===== config.mk =====
export PLATFORM = sky130hd
export DESIGN_NAME = bus_router
export DESIGN_NICKNAME = d
export VERILOG_FILES = /design/src/rtl/bus_router_pkg.sv /design/src/rtl/bus_router_decode.sv /design/src/rtl/bus_router.sv
export SDC_FILE = /design/constraint.sdc
export NUM_CORES = 1
export LEC_CHECK = 0
export ABC_AREA = 1
export CORE_AREA = 2 2 136 138
export DETAILED_ROUTE_END_ITERATION = 12
export DIE_AREA = 0 0 138 140
export HOLD_SLACK_MARGIN = 0.1
export SYNTH_ARGS = -nofsm -noshare
export SYNTH_HDL_FRONTEND = slang
export SYNTH_SLANG_ARGS = --single-unit

===== constraint.sdc =====
create_clock -name clock -period 2.6 [get_ports clock]
set_input_delay 0.26 -clock clock [delete_from_list [all_inputs] [get_ports clock]]
set_output_delay 0.26 -clock clock [all_outputs]
set_load 0.005 [all_outputs]

===== src/rtl/bus_router_pkg.sv =====
// Shared types and the default SoC memory map for the bus router and its address decoder.
package bus_router_pkg;

    typedef enum logic [1:0] {
        ST_IDLE = 2'd0,
        ST_BUSY = 2'd1,
        ST_ERR  = 2'd2
    } state_e;

    localparam int NSLV_MAX = 8;
    localparam int IDX_W    = $clog2(NSLV_MAX);

    localparam logic [31:0] ROM_BASE   = 32'h0000_0000;
    localparam logic [31:0] ROM_SIZE   = 32'h0001_0000;
    localparam logic [31:0] UART_BASE  = 32'h0100_0000;
    localparam logic [31:0] UART_SIZE  = 32'h0000_1000;
    localparam logic [31:0] CLINT_BASE = 32'h0200_0000;
    localparam logic [31:0] CLINT_SIZE = 32'h0001_0000;
    localparam logic [31:0] CLIC_BASE  = 32'h0300_0000;
    localparam logic [31:0] CLIC_SIZE  = 32'h0000_1000;
    localparam logic [31:0] BRAM_BASE  = 32'h8000_0000;
    localparam logic [31:0] BRAM_SIZE  = 32'h0010_0000;

    // Slot 0 is the least significant element; unused slots have size 0 and never hit.
    localparam logic [NSLV_MAX-1:0][31:0] DEF_SLV_BASE = {
        32'h0, 32'h0, 32'h0, BRAM_BASE, CLIC_BASE, CLINT_BASE, UART_BASE, ROM_BASE
    };
    localparam logic [NSLV_MAX-1:0][31:0] DEF_SLV_SIZE = {
        32'h0, 32'h0, 32'h0, BRAM_SIZE, CLIC_SIZE, CLINT_SIZE, UART_SIZE, ROM_SIZE
    };

    // End address is kept in 33 bits so a slot touching 4 GiB does not wrap to zero.
    function automatic logic [32:0] slot_end(input logic [31:0] base, input logic [31:0] size);
        return {1'b0, base} + {1'b0, size};
    endfunction

endpackage


===== src/rtl/bus_router_decode.sv =====
// Combinational address decoder: lowest-index matching slot wins, offset is base-relative.
module bus_router_decode
    import bus_router_pkg::*;
#(
    parameter int                         NSLV     = 5,
    parameter logic [NSLV_MAX-1:0][31:0]  SLV_BASE = DEF_SLV_BASE,
    parameter logic [NSLV_MAX-1:0][31:0]  SLV_SIZE = DEF_SLV_SIZE
) (
    input  logic [31:0]      addr,
    output logic             hit,
    output logic [IDX_W-1:0] index,
    output logic [31:0]      offset
);

    // Scanning from the top down lets the lowest matching slot overwrite the others.
    always_comb begin
        hit    = 1'b0;
        index  = '0;
        offset = '0;
        for (int k = NSLV - 1; k >= 0; k--) begin
            if (({1'b0, addr} >= {1'b0, SLV_BASE[k]}) &&
                ({1'b0, addr} <  slot_end(SLV_BASE[k], SLV_SIZE[k]))) begin
                hit    = 1'b1;
                index  = IDX_W'(k);
                offset = addr - SLV_BASE[k];
            end
        end
    end

endmodule


===== src/rtl/bus_router.sv =====
// Shares one arbitrated memory bus among NSLV slaves with a single outstanding transaction,
// producing decode-error and timeout-error responses and tracking slaves that answered late.
module bus_router
    import bus_router_pkg::*;
#(
    parameter int                         NSLV     = 5,
    parameter logic [NSLV_MAX-1:0][31:0]  SLV_BASE = DEF_SLV_BASE,
    parameter logic [NSLV_MAX-1:0][31:0]  SLV_SIZE = DEF_SLV_SIZE,
    parameter int                         TIMEOUT  = 255
) (
    input  logic                 clock,
    input  logic                 reset,
    input  logic                 memory_valid,
    input  logic                 memory_instr,
    input  logic [31:0]          memory_addr,
    input  logic [31:0]          memory_wdata,
    input  logic [3:0]           memory_wstrb,
    output logic [31:0]          memory_rdata,
    output logic                 memory_error,
    output logic                 memory_ready,
    output logic [NSLV-1:0]      slave_valid,
    output logic                 slave_instr,
    output logic [31:0]          slave_addr,
    output logic [31:0]          slave_wdata,
    output logic [3:0]           slave_wstrb,
    input  logic [NSLV*32-1:0]   slave_rdata,
    input  logic [NSLV-1:0]      slave_ready,
    output logic [NSLV-1:0]      slave_hung,
    output logic                 proto_err
);

    state_e           state_q, state_d;
    logic [IDX_W-1:0] sel_q, sel_d;
    logic [NSLV-1:0]  hung_q, hung_d;
    logic             proto_q, proto_d;

    logic             dec_hit;
    logic [IDX_W-1:0] dec_idx;
    logic [31:0]      dec_off;

    logic [NSLV-1:0]  sel_oh, dec_oh;
    logic [31:0]      sel_rdata;
    logic             sel_ready, dec_hung;

    logic             count_clr, count_inc, timeout_hit;

    logic [NSLV-1:0]  valid_c;
    logic [31:0]      addr_c, rdata_c;
    logic             ready_c, err_c;

    bus_router_decode #(
        .NSLV     (NSLV),
        .SLV_BASE (SLV_BASE),
        .SLV_SIZE (SLV_SIZE)
    ) u_decode (
        .addr   (memory_addr),
        .hit    (dec_hit),
        .index  (dec_idx),
        .offset (dec_off)
    );

    always_comb begin
        sel_oh    = '0;
        dec_oh    = '0;
        sel_rdata = '0;
        for (int k = 0; k < NSLV; k++) begin
            sel_oh[k] = (sel_q == IDX_W'(k));
            dec_oh[k] = (dec_idx == IDX_W'(k));
            if (sel_q == IDX_W'(k)) begin
                sel_rdata = slave_rdata[32*k +: 32];
            end
        end
    end

    assign sel_ready = |(slave_ready & sel_oh);
    assign dec_hung  = |(hung_q & dec_oh);

    // Any ready pulse retires a pending hung flag; a selected slot in BUSY is never hung.
    always_comb begin
        state_d   = state_q;
        sel_d     = sel_q;
        hung_d    = hung_q & ~slave_ready;
        proto_d   = proto_q;
        count_clr = 1'b0;
        count_inc = 1'b0;
        valid_c   = '0;
        addr_c    = '0;
        rdata_c   = '0;
        ready_c   = 1'b0;
        err_c     = 1'b0;
        case (state_q)
            ST_IDLE: begin
                addr_c = dec_off;
                if (memory_valid) begin
                    if (dec_hit && !dec_hung) begin
                        valid_c   = dec_oh;
                        sel_d     = dec_idx;
                        count_clr = 1'b1;
                        state_d   = ST_BUSY;
                    end else begin
                        state_d = ST_ERR;
                    end
                end
            end
            ST_BUSY: begin
                rdata_c = sel_rdata;
                ready_c = sel_ready;
                if (memory_valid) proto_d = 1'b1;
                if (sel_ready) begin
                    state_d = ST_IDLE;
                end else if (timeout_hit) begin
                    ready_c = 1'b1;
                    err_c   = 1'b1;
                    rdata_c = '0;
                    hung_d  = hung_d | sel_oh;
                    state_d = ST_IDLE;
                end else begin
                    count_inc = 1'b1;
                end
            end
            ST_ERR: begin
                ready_c = 1'b1;
                err_c   = 1'b1;
                if (memory_valid) proto_d = 1'b1;
                state_d = ST_IDLE;
            end
            default: state_d = ST_IDLE;
        endcase
    end

    always_ff @(posedge clock) begin
        if (!reset) begin
            state_q <= ST_IDLE;
            sel_q   <= '0;
            hung_q  <= '0;
            proto_q <= 1'b0;
        end else begin
            state_q <= state_d;
            sel_q   <= sel_d;
            hung_q  <= hung_d;
            proto_q <= proto_d;
        end
    end

    generate
        if (TIMEOUT > 0) begin : g_timeout
            localparam int CNT_W = $clog2(TIMEOUT + 1);
            logic [CNT_W-1:0] count_q, count_d;

            function automatic logic [CNT_W-1:0] sat_inc(input logic [CNT_W-1:0] v);
                return (v == {CNT_W{1'b1}}) ? v : v + 1'b1;
            endfunction

            always_comb begin
                count_d = count_q;
                if (count_clr) begin
                    count_d = '0;
                end else if (count_inc) begin
                    count_d = sat_inc(count_q);
                end
            end

            always_ff @(posedge clock) begin
                if (!reset) begin
                    count_q <= '0;
                end else begin
                    count_q <= count_d;
                end
            end

            assign timeout_hit = (count_q == CNT_W'(TIMEOUT - 1));
        end else begin : g_no_timeout
            logic unused_cnt;
            assign unused_cnt  = count_clr | count_inc;
            assign timeout_hit = 1'b0;
        end
    endgenerate

    // Every output is forced low while reset is held, including the broadcast copies.
    assign memory_rdata = reset ? rdata_c : '0;
    assign memory_ready = reset & ready_c;
    assign memory_error = reset & err_c;
    assign slave_valid  = reset ? valid_c : '0;
    assign slave_addr   = reset ? addr_c : '0;
    assign slave_instr  = reset & memory_instr;
    assign slave_wdata  = reset ? memory_wdata : '0;
    assign slave_wstrb  = reset ? memory_wstrb : '0;
    assign slave_hung   = reset ? hung_q : '0;
    assign proto_err    = reset & proto_q;

endmodule

==> results.md <==
Worst setup path:
- The gate family responsible for the most delay along the worst path is simple AND/OR/NAND/NOR gates.
- The maximum fanout encountered on the critical timing path is 4.
- The worst register-to-register path ends at g_timeout.count_q[7].
- The worst setup path is of the in2out kind.
- The cell repeated most along the worst path is nor2_4.
- On the worst path, the slowest cell contributes a delay of 0.21 ns.
- Data on the critical path is required at its endpoint by 2.34 ns.
- The signal on the critical path passes through buf_2, ha_4, nand2_4, nand4_1, inv_2, buf_4, nor2_2, buf_4, nor2_4, nor2_4, nand3_2, nand3_2, nor2_4, nand4_1, buf_4, nor2_4, clkbuf_2.
- The instance count on the critical path is 17.
- STA classifies the critical path endpoint as a primary output.
- In this run the critical register-to-register path is launched from sel_q[2].
- The critical path contains buffers and inverters numbering 6 combined.
- For the worst setup path, the data arrival time is 2.27 ns.
- The reg2reg setup slack is 0.50 ns.
- The kind of launch point of the worst setup path is an input pin.
- Among all stages on the critical path, the largest delay is contributed by nand4_1.
- The worst reg-to-reg path cell count is 14.

Cells and area:
- In the final design database the tool counted 1,297 nets.
- Summing all flip-flop and latch instances after layout gives 382 um2.
- The post-layout utilization of the core is 45.4%.
- From synthesis to final layout, the design area changed by 133%.
- In the final layout, the multi-input gates occupy 2950 um2.
- The fraction of final layout cells sized beyond drive strength 1 is 20.8%.
- The top cell types in the final layout, fill and taps aside, are 256 x clkdlybuf4s50_1, 177 x nand2_1, 85 x nor2_1, 79 x inv_1, 66 x buf_4.
- The library cell used most frequently in the layout, excluding fill and tap cells, is clkdlybuf4s50_1.
- After filler insertion, the fill cell instance count of the layout stands at 1,865.

Route:
- The total via count in the routed design is 5,733.
- Detailed routing placed a total of 10,400 um of wire on met2.
- After detailed routing, no signal wire sits above met5.
- In the detailed route, the total length drawn on met3 is 1380 um.
- For this block, wires on met1 add up to 8510 um.
- The via density per instance is 4.49.
- The number of DRC violations after detailed-routing iteration 0 is 196.
- In the routed design, unresolved DRC markers number 0.
- The final antenna-violating net count is 0.
- After detailed routing, the average wire length per cell comes to 16.2 um.
- Before antenna repair, the detailed router went through 5 iterations.
- The total wirelength of the detailed-routed design is 20,700 um.

Clock tree:
- The clock transition at the register clock pins on the worst setup and hold paths after CTS is 0.06 ns.
- Clock tree synthesis found a total of 19 sinks.
- The number of buffers created by CTS is 3.
- The H-tree depth is 1.
- In this run, post-CTS hold repair placed 0 buffers.
- The maximum clock path buffer count is 2.
- The CTS tree is done.
- The tree is rooted in a clkbuf_16.
- For the worst-skew pair, the clock arrives at the later sink with an insertion delay of 0.25 ns.

Logic synthesis:
- The proportion of synthesized chip area in sequential cells is 11.0%.
- Synthesis produced a netlist whose cell count is 653.
- The cell taking the most area after synthesis is nand2_1.
- The unique cell type count in the Yosys netlist is 34.
- The fraction of post-synthesis cell area in the top cell type by area is 20.8%.
- In the post-synthesis netlist, the biggest area contributors are nand2_1 21%, nor2_1 12%, dfxtp_1 11%.
- The average cell area after synthesis is 5.30 um2.
- Yosys printed 0 warnings.
- The mapped netlist covers 3460 um2.
- Synthesis inferred 19 register bits.

Hold path:
- The kind of path behind the tightest hold check is in2reg.
- The startpoint identified for the worst hold timing path is reset.
- The worst hold path terminates at state_q[1].
- The number of instances on the worst hold path is 3.

Floorplan:
- In this run the standard cell core region covers 17,800 um2.
- The floorplan step defined a die boundary enclosing 19,300 um2.
- The number of ports placed on the die boundary is 351.
- The horizontal die dimension is 138 um.
- The initialized floorplan defines 49 standard-cell rows.
- For this configuration, the core starts out at a cell density of 19.5%.
- In this run the vertical extent of the chip is 140 um.

Pwr:
- Internal power comes to 0.999 mW.
- The post-layout total power is 1.43 mW.
- The power per cell area is 177 nW/um2.
- The fraction of power consumed by combinational cells is 56.2%.
- Across the VDD grid, the largest voltage drop is 0.183 mV.
- In this run switching power makes up 30.0% of total power.
- The relative contribution of the clock network to total power is 22.3%.
- The static power due to leakage is 3.95 nW.
- The sequential share of power is 21.5%.
- The switching power of the nets is 0.427 mW.

Timing:
- After layout, the minimum clock period comes to 2.53 ns.
- The post-route fraction of the period consumed by the critical path is 97.2%.
- The final worst clock skew is 0.00281 ns.
- Setup repair after global routing could not meet its margin everywhere.
- For this run, the top clock speed supported by timing is 396 MHz.
- The number of endpoints with negative hold slack in the final report came to 0.
- The total setup violations reported at the end of the flow is 0.
- The max-slew violation total from the final report came to 0.

Placed design:
- The half-perimeter wire length after detailed placement is 16,500 um.
- During placement, the flow inserted port buffers numbering 348.
- The congestion estimate from routability-driven global placement came to 0.909.

Job:
- The reported max-cap violation count is 0.

Global routing:
- In the global route stage, overall resource usage came out at 19.6%.
- The first global-routing pass estimated 30,600 um of wire.
- The via count of the first global-routing pass came to 5,612.
- Entering global routing, the biggest net connects 65 pins.
- The number of antenna violations at the first check in global routing came to 3.
- Global routing finished with a remaining overflow of 0.

Status:
- The run finished with clean final reports.
metal layers:
metal / vias up / GRT usage, %
met2: 240 / 35.9
li1: 2898 / -
met1: 2565 / 23.6
met4: 2 / 4.24
met5: - / 0
met3: 28 / 4.17
logic make-up (layout without fill, tap and decap cells):
kind of cell             Yosys count  in the layout  share of synthesized area, %
AO/OA/AOI/OAI                    131            131                          24.7
XOR/XNOR                           8              8                          2.03
adder cells (fa/ha/maj)           13             13                          4.70
buffers and inverters            127            519                          14.1
flip-flops                        19             19                          11.0
other                              1              4                         0.108
AND/OR/NAND/NOR                  354            354                          43.3
power by group through the flow:
stage	logic, mW	registers, mW	clock network, mW
after global routing	0.872	0.308	0.338
after detailed placement	0.795	0.314	0
after CTS	0.783	0.307	0.329
final	0.801	0.307	0.318
after global placement	0.793	0.313	0
after floorplan	0.225	0.312	0
state kept, by name (all words and copies together), names as in the netlist:
register	count
g_timeout.count_q	8
hung_q	5
sel_q	3
state_q	2
proto_q	1
stage by stage:
step                      cell area (um2)  std cells  setup TNS (ns)  hold slack, ns  setup slack [ns]
after floorplan                      3460        654               0           0.374             0.547
after global placement               7540       1245          -13.53           0.437            -0.573
after detailed placement             7540       1245          -15.34           0.441            -0.616
after CTS                            7850       1273          -0.127           0.292           -0.0757
after global routing                 8070       1277          -0.200           0.322           -0.0410
final                                8070       1277               0           0.303            0.0731
cells in the mapped netlist, drive strengths merged:
| library cell | number |
|---|---|
| nand2 | 200 |
| nor2 | 119 |
| inv | 88 |
| o21ai | 55 |
| a311oi | 31 |
| clkbuf | 31 |
| nand3 | 22 |
| a22oi | 20 |
| dfxtp | 19 |
| ha | 13 |
| a21oi | 12 |
| buf | 7 |
| xor2 | 7 |
| nand4 | 6 |
| nor3 | 6 |
| o22ai | 5 |
| a211oi | 3 |
| a31oi | 3 |
| o21bai | 2 |
| clkinv | 1 |
| conb | 1 |
| nand3b | 1 |
| xnor2 | 1 |
worst reg2reg max path: cells and delay by family (launching register included):
family        cells  cell delay (ns)
simple gates     11             1.24
flops             1             0.44
buf+inv           2             0.21
xor+xnor          1             0.16
cell type report:
class                   instances  share of cell area, %
diodes                          2                 0.0620
clock buffers                   3                  0.931
clock inverters                 1                 0.0620
inverters                      89                   4.20
multi-input cells             508                   36.6
flip-flops and latches         19                   4.73
well taps                     229                   3.55
repair buffers                426                   49.9
worst max path at each step:
| stage | from | to | slack, ns |
|---|---|---|---|
| 5_1_grt | memory_addr[25] | slave_valid[1] | -0.04 |
| 3_5_place_dp | memory_addr[24] | slave_valid[1] | -0.62 |
| 2_1_floorplan | memory_addr[25] | slave_valid[1] | 0.55 |
| 3_3_place_gp | memory_addr[24] | slave_valid[3] | -0.57 |
| 6_report | memory_addr[25] | slave_valid[1] | 0.07 |
| 4_1_cts | memory_addr[29] | sel_q[0] | -0.08 |
timing repair:
item / CTS / global route
pin swaps: 49 / 53
endpoints found under the setup margin: 68 / 54
setup buffers: 24 / 7
resized for setup: 129 / 168
No activity file was read; power rests on OpenSTA's default activity.
